[config.mk]
export PLATFORM = sky130hd
export DESIGN_NAME = qspi_owner_arbiter_flat
export DESIGN_NICKNAME = d
export VERILOG_FILES = /design/src/rtl/qspi_arb_pkg.sv /design/src/rtl/qspi_owner_arbiter_if.sv /design/src/rtl/qspi_idle_counter.sv /design/src/rtl/qspi_owner_arbiter.sv /design/src/flat_wrapper.sv
export SDC_FILE = /design/constraint.sdc
export NUM_CORES = 1
export LEC_CHECK = 0
export CORE_MARGIN = 8
export CORE_UTILIZATION = 45
export DETAILED_ROUTE_END_ITERATION = 12
export GPL_TIMING_DRIVEN = 1
export PLACE_DENSITY = 0.72
export SYNTH_ARGS = -nofsm -noshare
export SYNTH_HDL_FRONTEND = slang
export SYNTH_HIERARCHICAL = 1
export SYNTH_SLANG_ARGS = --single-unit
[constraint.sdc]
create_clock -name ext_spi_clk -period 2.6 [get_ports ext_spi_clk]
set_input_delay 0.52 -clock ext_spi_clk [delete_from_list [all_inputs] [get_ports ext_spi_clk]]
set_output_delay 0.52 -clock ext_spi_clk [all_outputs]
set_load 0.05 [all_outputs]
[src/rtl/qspi_arb_pkg.sv]
// rtl/qspi_arb_pkg.sv - shared state type, counter sizing and SS idle level for the QSPI owner arbiter
package qspi_arb_pkg;

    typedef enum logic [1:0] {
        S_XIP,
        S_XIP_DRAIN,
        S_RW,
        S_RW_DRAIN
    } arb_state_e;

    localparam logic SS_IDLE = 1'b1;

    function automatic int unsigned cnt_width(input int unsigned limit);
        return (limit < 1) ? 1 : $clog2(limit + 1);
    endfunction

endpackage

[src/rtl/qspi_owner_arbiter_if.sv]
// rtl/qspi_owner_arbiter_if.sv - request/grant, slave-select and mux-select bundle of the QSPI owner arbiter
interface qspi_owner_arbiter_if;

    logic rw_req;
    logic rw_gnt;
    logic qspi_xip_ss_o;
    logic qspi_ss_o;
    logic qspi_sel;
    logic xip_hold;
    logic timeout_flag;
    logic timeout_clr;

    modport master (
        output rw_req, qspi_xip_ss_o, qspi_ss_o, timeout_clr,
        input  rw_gnt, qspi_sel, xip_hold, timeout_flag
    );

    modport slave (
        input  rw_req, qspi_xip_ss_o, qspi_ss_o, timeout_clr,
        output rw_gnt, qspi_sel, xip_hold, timeout_flag
    );

endinterface

[src/rtl/qspi_idle_counter.sv]
// rtl/qspi_idle_counter.sv - saturating consecutive-cycle counter with clear, enable and terminal count
module qspi_idle_counter
    import qspi_arb_pkg::*;
#(
    parameter int unsigned LIMIT     = 4,
    parameter bit          RESET_SAT = 1'b0
) (
    input  logic clk_i,
    input  logic rst_i,
    input  logic clr_i,
    input  logic en_i,
    output logic tc_o,
    output logic sat_o
);

    localparam int unsigned W = cnt_width(LIMIT);
    localparam logic [W-1:0] LIM    = W'(LIMIT);
    localparam logic [W-1:0] LIM_M1 = W'(LIMIT - 1);

    logic [W-1:0] cnt_q;

    always_ff @(posedge clk_i) begin
        if (rst_i) begin
            cnt_q <= RESET_SAT ? LIM : '0;
        end else if (clr_i) begin
            cnt_q <= '0;
        end else if (en_i && cnt_q != LIM) begin
            cnt_q <= cnt_q + W'(1);
        end
    end

    // tc fires on the cycle whose increment would reach LIMIT
    assign tc_o  = en_i && (cnt_q == LIM_M1);
    assign sat_o = (cnt_q == LIM);

endmodule

[src/rtl/qspi_owner_arbiter.sv]
// rtl/qspi_owner_arbiter.sv - XIP / read-write ownership arbiter for the shield QSPI mux; QSPI_ARB_TIMEOUT_EN adds a read-write idle timeout
module qspi_owner_arbiter
    import qspi_arb_pkg::*;
#(
    parameter int unsigned GUARD_CYCLES   = 4,
    parameter int unsigned TIMEOUT_CYCLES = 65535
) (
    input  logic                  ext_spi_clk,
    input  logic                  ext_spi_rst,
    qspi_owner_arbiter_if.slave   bus
);

    arb_state_e state_q;
    logic       sel_q, gnt_q, hold_q;
    logic       in_drain, drain_idle;
    logic       guard_tc, guard_sat_unused;
    logic       dwell_sat, dwell_tc_unused;
    logic       timeout_hit, req_ok;

    assign in_drain   = (state_q == S_XIP_DRAIN) || (state_q == S_RW_DRAIN);
    assign drain_idle = ((state_q == S_XIP_DRAIN) ? bus.qspi_xip_ss_o : bus.qspi_ss_o) == SS_IDLE;

    // held at zero outside the drain states, so every state entry starts a fresh guard interval
    qspi_idle_counter #(.LIMIT(GUARD_CYCLES)) u_guard (
        .clk_i (ext_spi_clk),
        .rst_i (ext_spi_rst),
        .clr_i (!in_drain || !drain_idle),
        .en_i  (in_drain && drain_idle),
        .tc_o  (guard_tc),
        .sat_o (guard_sat_unused)
    );

    // an aborted XIP drain keeps the accumulated dwell; only a read-write tenure resets it
    qspi_idle_counter #(.LIMIT(GUARD_CYCLES), .RESET_SAT(1'b1)) u_dwell (
        .clk_i (ext_spi_clk),
        .rst_i (ext_spi_rst),
        .clr_i ((state_q == S_RW) || (state_q == S_RW_DRAIN)),
        .en_i  (state_q == S_XIP),
        .tc_o  (dwell_tc_unused),
        .sat_o (dwell_sat)
    );

`ifdef QSPI_ARB_TIMEOUT_EN
    logic rw_idle, to_sat_unused, flag_q, rearm_q;

    assign rw_idle = (bus.qspi_ss_o == SS_IDLE);

    qspi_idle_counter #(.LIMIT(TIMEOUT_CYCLES)) u_timeout (
        .clk_i (ext_spi_clk),
        .rst_i (ext_spi_rst),
        .clr_i ((state_q != S_RW) || !rw_idle),
        .en_i  ((state_q == S_RW) && rw_idle),
        .tc_o  (timeout_hit),
        .sat_o (to_sat_unused)
    );

    always_ff @(posedge ext_spi_clk) begin
        if (ext_spi_rst) begin
            flag_q  <= 1'b0;
            rearm_q <= 1'b0;
        end else if (timeout_hit) begin
            flag_q  <= 1'b1;
            rearm_q <= 1'b1;
        end else begin
            if (bus.timeout_clr) flag_q  <= 1'b0;
            if (!bus.rw_req)     rearm_q <= 1'b0;
        end
    end

    assign req_ok           = bus.rw_req && !rearm_q;
    assign bus.timeout_flag = flag_q;
`else
    logic unused_timeout;

    assign timeout_hit      = 1'b0;
    assign req_ok           = bus.rw_req;
    assign bus.timeout_flag = 1'b0;
    assign unused_timeout   = bus.timeout_clr ^ (TIMEOUT_CYCLES == 0);
`endif

    always_ff @(posedge ext_spi_clk) begin
        if (ext_spi_rst) begin
            state_q <= S_XIP;
            sel_q   <= 1'b0;
            gnt_q   <= 1'b0;
            hold_q  <= 1'b0;
        end else begin
            case (state_q)
                S_XIP: begin
                    if (req_ok && dwell_sat) begin
                        state_q <= S_XIP_DRAIN;
                        hold_q  <= 1'b1;
                    end
                end
                S_XIP_DRAIN: begin
                    if (!bus.rw_req) begin
                        state_q <= S_XIP;
                        hold_q  <= 1'b0;
                    end else if (guard_tc) begin
                        state_q <= S_RW;
                        sel_q   <= 1'b1;
                        gnt_q   <= 1'b1;
                    end
                end
                S_RW: begin
                    if (timeout_hit || !bus.rw_req) begin
                        state_q <= S_RW_DRAIN;
                        gnt_q   <= 1'b0;
                    end
                end
                S_RW_DRAIN: begin
                    if (guard_tc) begin
                        state_q <= S_XIP;
                        sel_q   <= 1'b0;
                        hold_q  <= 1'b0;
                    end
                end
                default: begin
                    state_q <= S_XIP;
                    sel_q   <= 1'b0;
                    gnt_q   <= 1'b0;
                    hold_q  <= 1'b0;
                end
            endcase
        end
    end

    assign bus.qspi_sel = sel_q;
    assign bus.rw_gnt   = gnt_q;
    assign bus.xip_hold = hold_q;

endmodule
[src/flat_wrapper.sv]
// flat-port wrapper written by rule: the top's interface ports become plain ports
module qspi_owner_arbiter_flat import qspi_arb_pkg::*;
#(
    parameter int unsigned GUARD_CYCLES   = 4,
    parameter int unsigned TIMEOUT_CYCLES = 65535
)
  (ext_spi_clk, ext_spi_rst, bus_rw_req, bus_qspi_xip_ss_o, bus_qspi_ss_o, bus_timeout_clr, bus_rw_gnt, bus_qspi_sel, bus_xip_hold, bus_timeout_flag);
  qspi_owner_arbiter_if bus_i ();
  input  logic ext_spi_clk;
  input  logic ext_spi_rst;
  input wire logic [$bits(bus_i.rw_req)-1:0] bus_rw_req;
  input wire logic [$bits(bus_i.qspi_xip_ss_o)-1:0] bus_qspi_xip_ss_o;
  input wire logic [$bits(bus_i.qspi_ss_o)-1:0] bus_qspi_ss_o;
  input wire logic [$bits(bus_i.timeout_clr)-1:0] bus_timeout_clr;
  output wire logic [$bits(bus_i.rw_gnt)-1:0] bus_rw_gnt;
  output wire logic [$bits(bus_i.qspi_sel)-1:0] bus_qspi_sel;
  output wire logic [$bits(bus_i.xip_hold)-1:0] bus_xip_hold;
  output wire logic [$bits(bus_i.timeout_flag)-1:0] bus_timeout_flag;
  assign bus_i.rw_req = bus_rw_req;
  assign bus_i.qspi_xip_ss_o = bus_qspi_xip_ss_o;
  assign bus_i.qspi_ss_o = bus_qspi_ss_o;
  assign bus_i.timeout_clr = bus_timeout_clr;
  assign bus_rw_gnt = bus_i.rw_gnt;
  assign bus_qspi_sel = bus_i.qspi_sel;
  assign bus_xip_hold = bus_i.xip_hold;
  assign bus_timeout_flag = bus_i.timeout_flag;
  qspi_owner_arbiter #(.GUARD_CYCLES(GUARD_CYCLES), .TIMEOUT_CYCLES(TIMEOUT_CYCLES)) u_core (.ext_spi_clk(ext_spi_clk), .ext_spi_rst(ext_spi_rst), .bus(bus_i));
endmodule
; ---- Yosys cells after proc, flatten, opt, wreduce, memory -nomap -nowiden
; Cells that the tools add are included.
[totals]
register_bits = 11
latchBits = 0
ramBits = 0
wordCells = 61
n_memories = 0
output_inout_bits = 4
mem_bits_ro = 0
[op_classes]
multipliers = 0
n_shift = 0
n_div = 0
mux = 17
bitwise_logic = 0
n_reduce_logical = 21
order_cmp = 0
eq_ne = 14
addsub = 2
[ops]
columns = operator, count
row1 = $reduce_and 4->1, 4
row2 = $mux 2, 5
row3 = $pmux 2 s4, 1
row4 = $add 3x1->3 const B, 2
row5 = $mux 1, 6
row6 = $mux 3, 2
row7 = $ne 2x1->1 const B, 3
row8 = $ne 2x2->1 const B, 3
row9 = $ne 3x3->1 const B, 2
row10 = $reduce_bool 2->1, 3
row11 = $logic_and 1x1->1, 5
row12 = $eq 2x2->1 const B, 2
row13 = $pmux 1 s2, 2
row14 = $reduce_or 2->1, 2
row15 = $eq 3x2->1 const B, 1
row16 = $eq 3x3->1 const B, 1
row17 = $logic_or 1x1->1, 3
row18 = $ne 3x2->1 const B, 1
row19 = $pmux 1 s3, 1
row20 = $reduce_bool 3->1, 1
row21 = $eq 2x1->1 const B, 1
row22 = $logic_not 1->1, 2
row23 = $logic_not 2->1, 1

; ---- Depth between registers and ports, before layout
[depth]
depth_word = 7
ltp_mapped = 7
depth_no_buf = 6

; ---- Modules after synthesis
; The synthesis kept the hierarchy.
[modules_own_cells]
columns = module, cells_per_inst, n_inst, area_each_um2, seq_area_each_um2
row1 = qspi_owner_arbiter, 32, 1, 272.8, 100.1
row2 = qspi_idle_counter (u_core.u_dwell), 22, 1, 210.2, 60.1
row3 = qspi_idle_counter (u_core.u_guard), 20, 1, 195.2, 60.1

; ---- Worst setup path before layout
; No wires, ideal clock.
[synth_path]
path_type = input to register
startpoint = in bus_qspi_xip_ss_o
endpoint = reg u_core.hold_q (netlist: u_core/bus.xip_hold)
setup_ps = 70
required_time_ps = 2530
arrival_time_ps = 1424
setup_slack_ps = 1106
path_stages = 6
path_cell_list = mux2_4 and2_4 and2_1 nor2b_1 o21ai_0 a21oi_1
[synth_between]
elab_chain_cells = 5
[synth_rtl]
columns = element, line_no
row1 = start: declaration, flat_wrapper.sv:12  ; input wire logic [$bits(bus_i.qspi_xip_ss_o)-1:0] bus_qspi_xip_ss_o;
row2 = $mux 1, qspi_owner_arbiter.sv:21  ; assign drain_idle = ((state_q == S_XIP_DRAIN) ? bus.qspi_xip_ss_o : bus.qspi_ss_o) == SS_IDLE;
row3 = $logic_and 1x1->1, qspi_owner_arbiter.sv:28  ; .en_i (in_drain && drain_idle),
row4 = $logic_and 1x1->1, qspi_idle_counter.sv:33  ; assign tc_o = en_i && (cnt_q == LIM_M1);
row5 = via u_core.guard_tc, qspi_owner_arbiter.sv:16  ; logic guard_tc, guard_sat_unused;
row6 = $ne 2x1->1 (no line), -
row7 = $reduce_and 4->1 (no line), -
row8 = end signal: assignment, qspi_owner_arbiter.sv:86  ; hold_q <= 1'b0;
row9 = end signal: assignment, qspi_owner_arbiter.sv:92  ; hold_q <= 1'b1;
row10 = end signal: assignment, qspi_owner_arbiter.sv:98  ; hold_q <= 1'b0;
row11 = end: declaration, qspi_owner_arbiter.sv:14  ; logic sel_q, gnt_q, hold_q;
; The timed path passes the listed nets, and every way through them passes these cells.
; A chain may end at the register's enable or synchronous reset.

; ---- Worst setup path after layout
[layout_path]
startpoint = reg u_core.hold_q (netlist: u_core/bus.xip_hold)
endpoint = out bus_xip_hold
[layout_rtl]
columns = element, line_no
row1 = end: declaration, flat_wrapper.sv:17  ; output wire logic [$bits(bus_i.xip_hold)-1:0] bus_xip_hold;
; No word-level cell between the ends.

==> flow_summary.toml <==
[global_route]
grt_max_degree = 16
first_global_vias = 442
grt_pass1_wl_um = 1760
overflow = 0
track_usage = 0.0847
antenna_found_initial = 0

[finish]
diodes = 0
syn_to_final_growth_pct = 13.3
nets = 92
drive_gt1_frac = 0.165
fin_cells = 95

[routing]
drcViolationCount = 0
wl_um = 1050
viasPerCell = 5.07
dr.pass1.iters = 4
antenna_left = 0
wl_per_cell_um = 11.1
vias = 482
drt_first_iter_violations = 6

[setup_path]
critPathMaxStageDelay_ps = 800
path_cells = "clkdlybuf4s50_1"
worst_setup_path_end_kind = "primary output"
arrival_ps = 1420
cp-start-kind = "register"
path_delay_family = "buffers and inverters"
critPathMaxFanout = 3
crit_type = "register to primary output"
slowest_stage = "clkdlybuf4s50_1"
required_ps = 2080
critPathBufInv = 1

[synth]
synth.net_count = 84
avgSynthCellArea_um2 = 9.24
ys_warn_count = 6
synthCells = 72
syn_area_um2 = 666

[sta]
fmax_mhz = 516
final_hold_viol_count = 0
finalSetupViolations = 0
rsz0062_at_grt = "false"
skew_ps = 7.18
fin_tns_setup_ps = 0
finalCritPeriodShare = 0.746
maxSlewViolCount = 0
worst_slack_ps = 661
timing.final.crit_period_ps = 1940
hold_slack_ps = 496

[place]
detailedPlace.worstSlack_ps = 623
dp_hpwl_um = 789
io_buffer_count = 7
placed_cells = 91
gp_congestion = 0.670

[outcome]
status = "finished clean"

[pwr]
cellLeakagePower_nw = 0.294
ir_worst_vdd_v = 0.000357
powerDensity_nw_per_um2 = 426

[die]
io_pins = 10
dieWidth_um = 54.5
die_area_um2 = 2970
start_util = 0.458
dieHeight_um = 54.5
fp-row-count = 14
core-area_um2 = 1450

[cts]
htree_levels = 1
cts_tree = "built"
clkSinkCount = 11
postCtsSetupBuffers = 0
cts-root-buf = "clkbuf_4"
ctsHoldBuffers = 0
cts_buffers = 3
cts_resized = 0
clock_path_buffers = 2
cts.clk_slew.worst_paths_ps = 70
insertion_delay_ps = 270

[min_path]
hold_class = "register to register"

[flow_run]
cap_violations = 0
==> sequential cells by signal, summed over array words and instances (netlist names), named ones only <==
| register | count |
|---|---|
| u_core/bus.qspi_sel | 1 |
| u_core/u_dwell/cnt_q | 3 |
| u_core/u_guard/cnt_q | 3 |
| u_core/bus.xip_hold | 1 |
| u_core/state_q | 1 |
| u_core/bus.rw_gnt | 1 |
==> path summary, 6_finish.rpt <==
path	slack, ps	cells after the start	end	from
worst max register to register	870	6	u_core/bus.xip_hold$_SDFFE_PP0P_	register
worst min-delay path	500	2	u_core/bus.rw_gnt$_SDFFE_PP0P_	u_core/bus.rw_gnt$_SDFFE_PP0P_
worst max-delay path	660	1	bus_xip_hold	u_core/bus.xip_hold$_SDFFE_PP0P_
worst min register to register	500	2	u_core/bus.rw_gnt$_SDFFE_PP0P_	u_core/bus.rw_gnt$_SDFFE_PP0P_
==> routing by layer <==
layer / share of wire / track usage
met2: 0.46 / 0.137
met4: 0.012 / 0.0369
met1: 0.44 / 0.0811
met3: 0.085 / 0.0598
met5: 0 / 0
==> cell type report <==
type | instances | area, µm²
tap | 16 | 20.0
clock buffer | 4 | 26.3
fill | 134 | 699
timing repair buffer | 7 | 70.1
sequential | 11 | 220
inverter | 8 | 30.0
multi-input combinational | 49 | 388
==> report_power, final <==
group / leakage [nW] / total [mW] / switching (mW) / internal (mW)
combinational: 0.190 / 0.0331 / 0.0178 / 0.0153
sequential: 0.0892 / 0.174 / 0.00292 / 0.171
clock: 0.0150 / 0.114 / 0.0550 / 0.0594
==> cell usage in the layout, fill, tap and decap left out, types with 2 or more instances in the layout <==
master and instances:
clkbuf_4 3, nand2_1 2, nor2b_1 4, a21boi_2 2, nor3_2 2, ha_1 6, nor3b_1 3, mux2_2 2
and2_1 2, inv_1 7, a21oi_1 4, dfxtp_1 11, o21ai_0 3, nor3_1 2, clkdlybuf4s50_1 7
==> metrics by stage <==
stage	power, mW	utilization	cell area [µm²]
floorplan	0.198	-	666
global placement	0.210	0.501	728
detailed placement	0.211	0.501	728
CTS	0.330	0.519	754
global route	0.342	0.519	754
finish	0.321	0.519	754
Power figures use the tool's default switching activity.
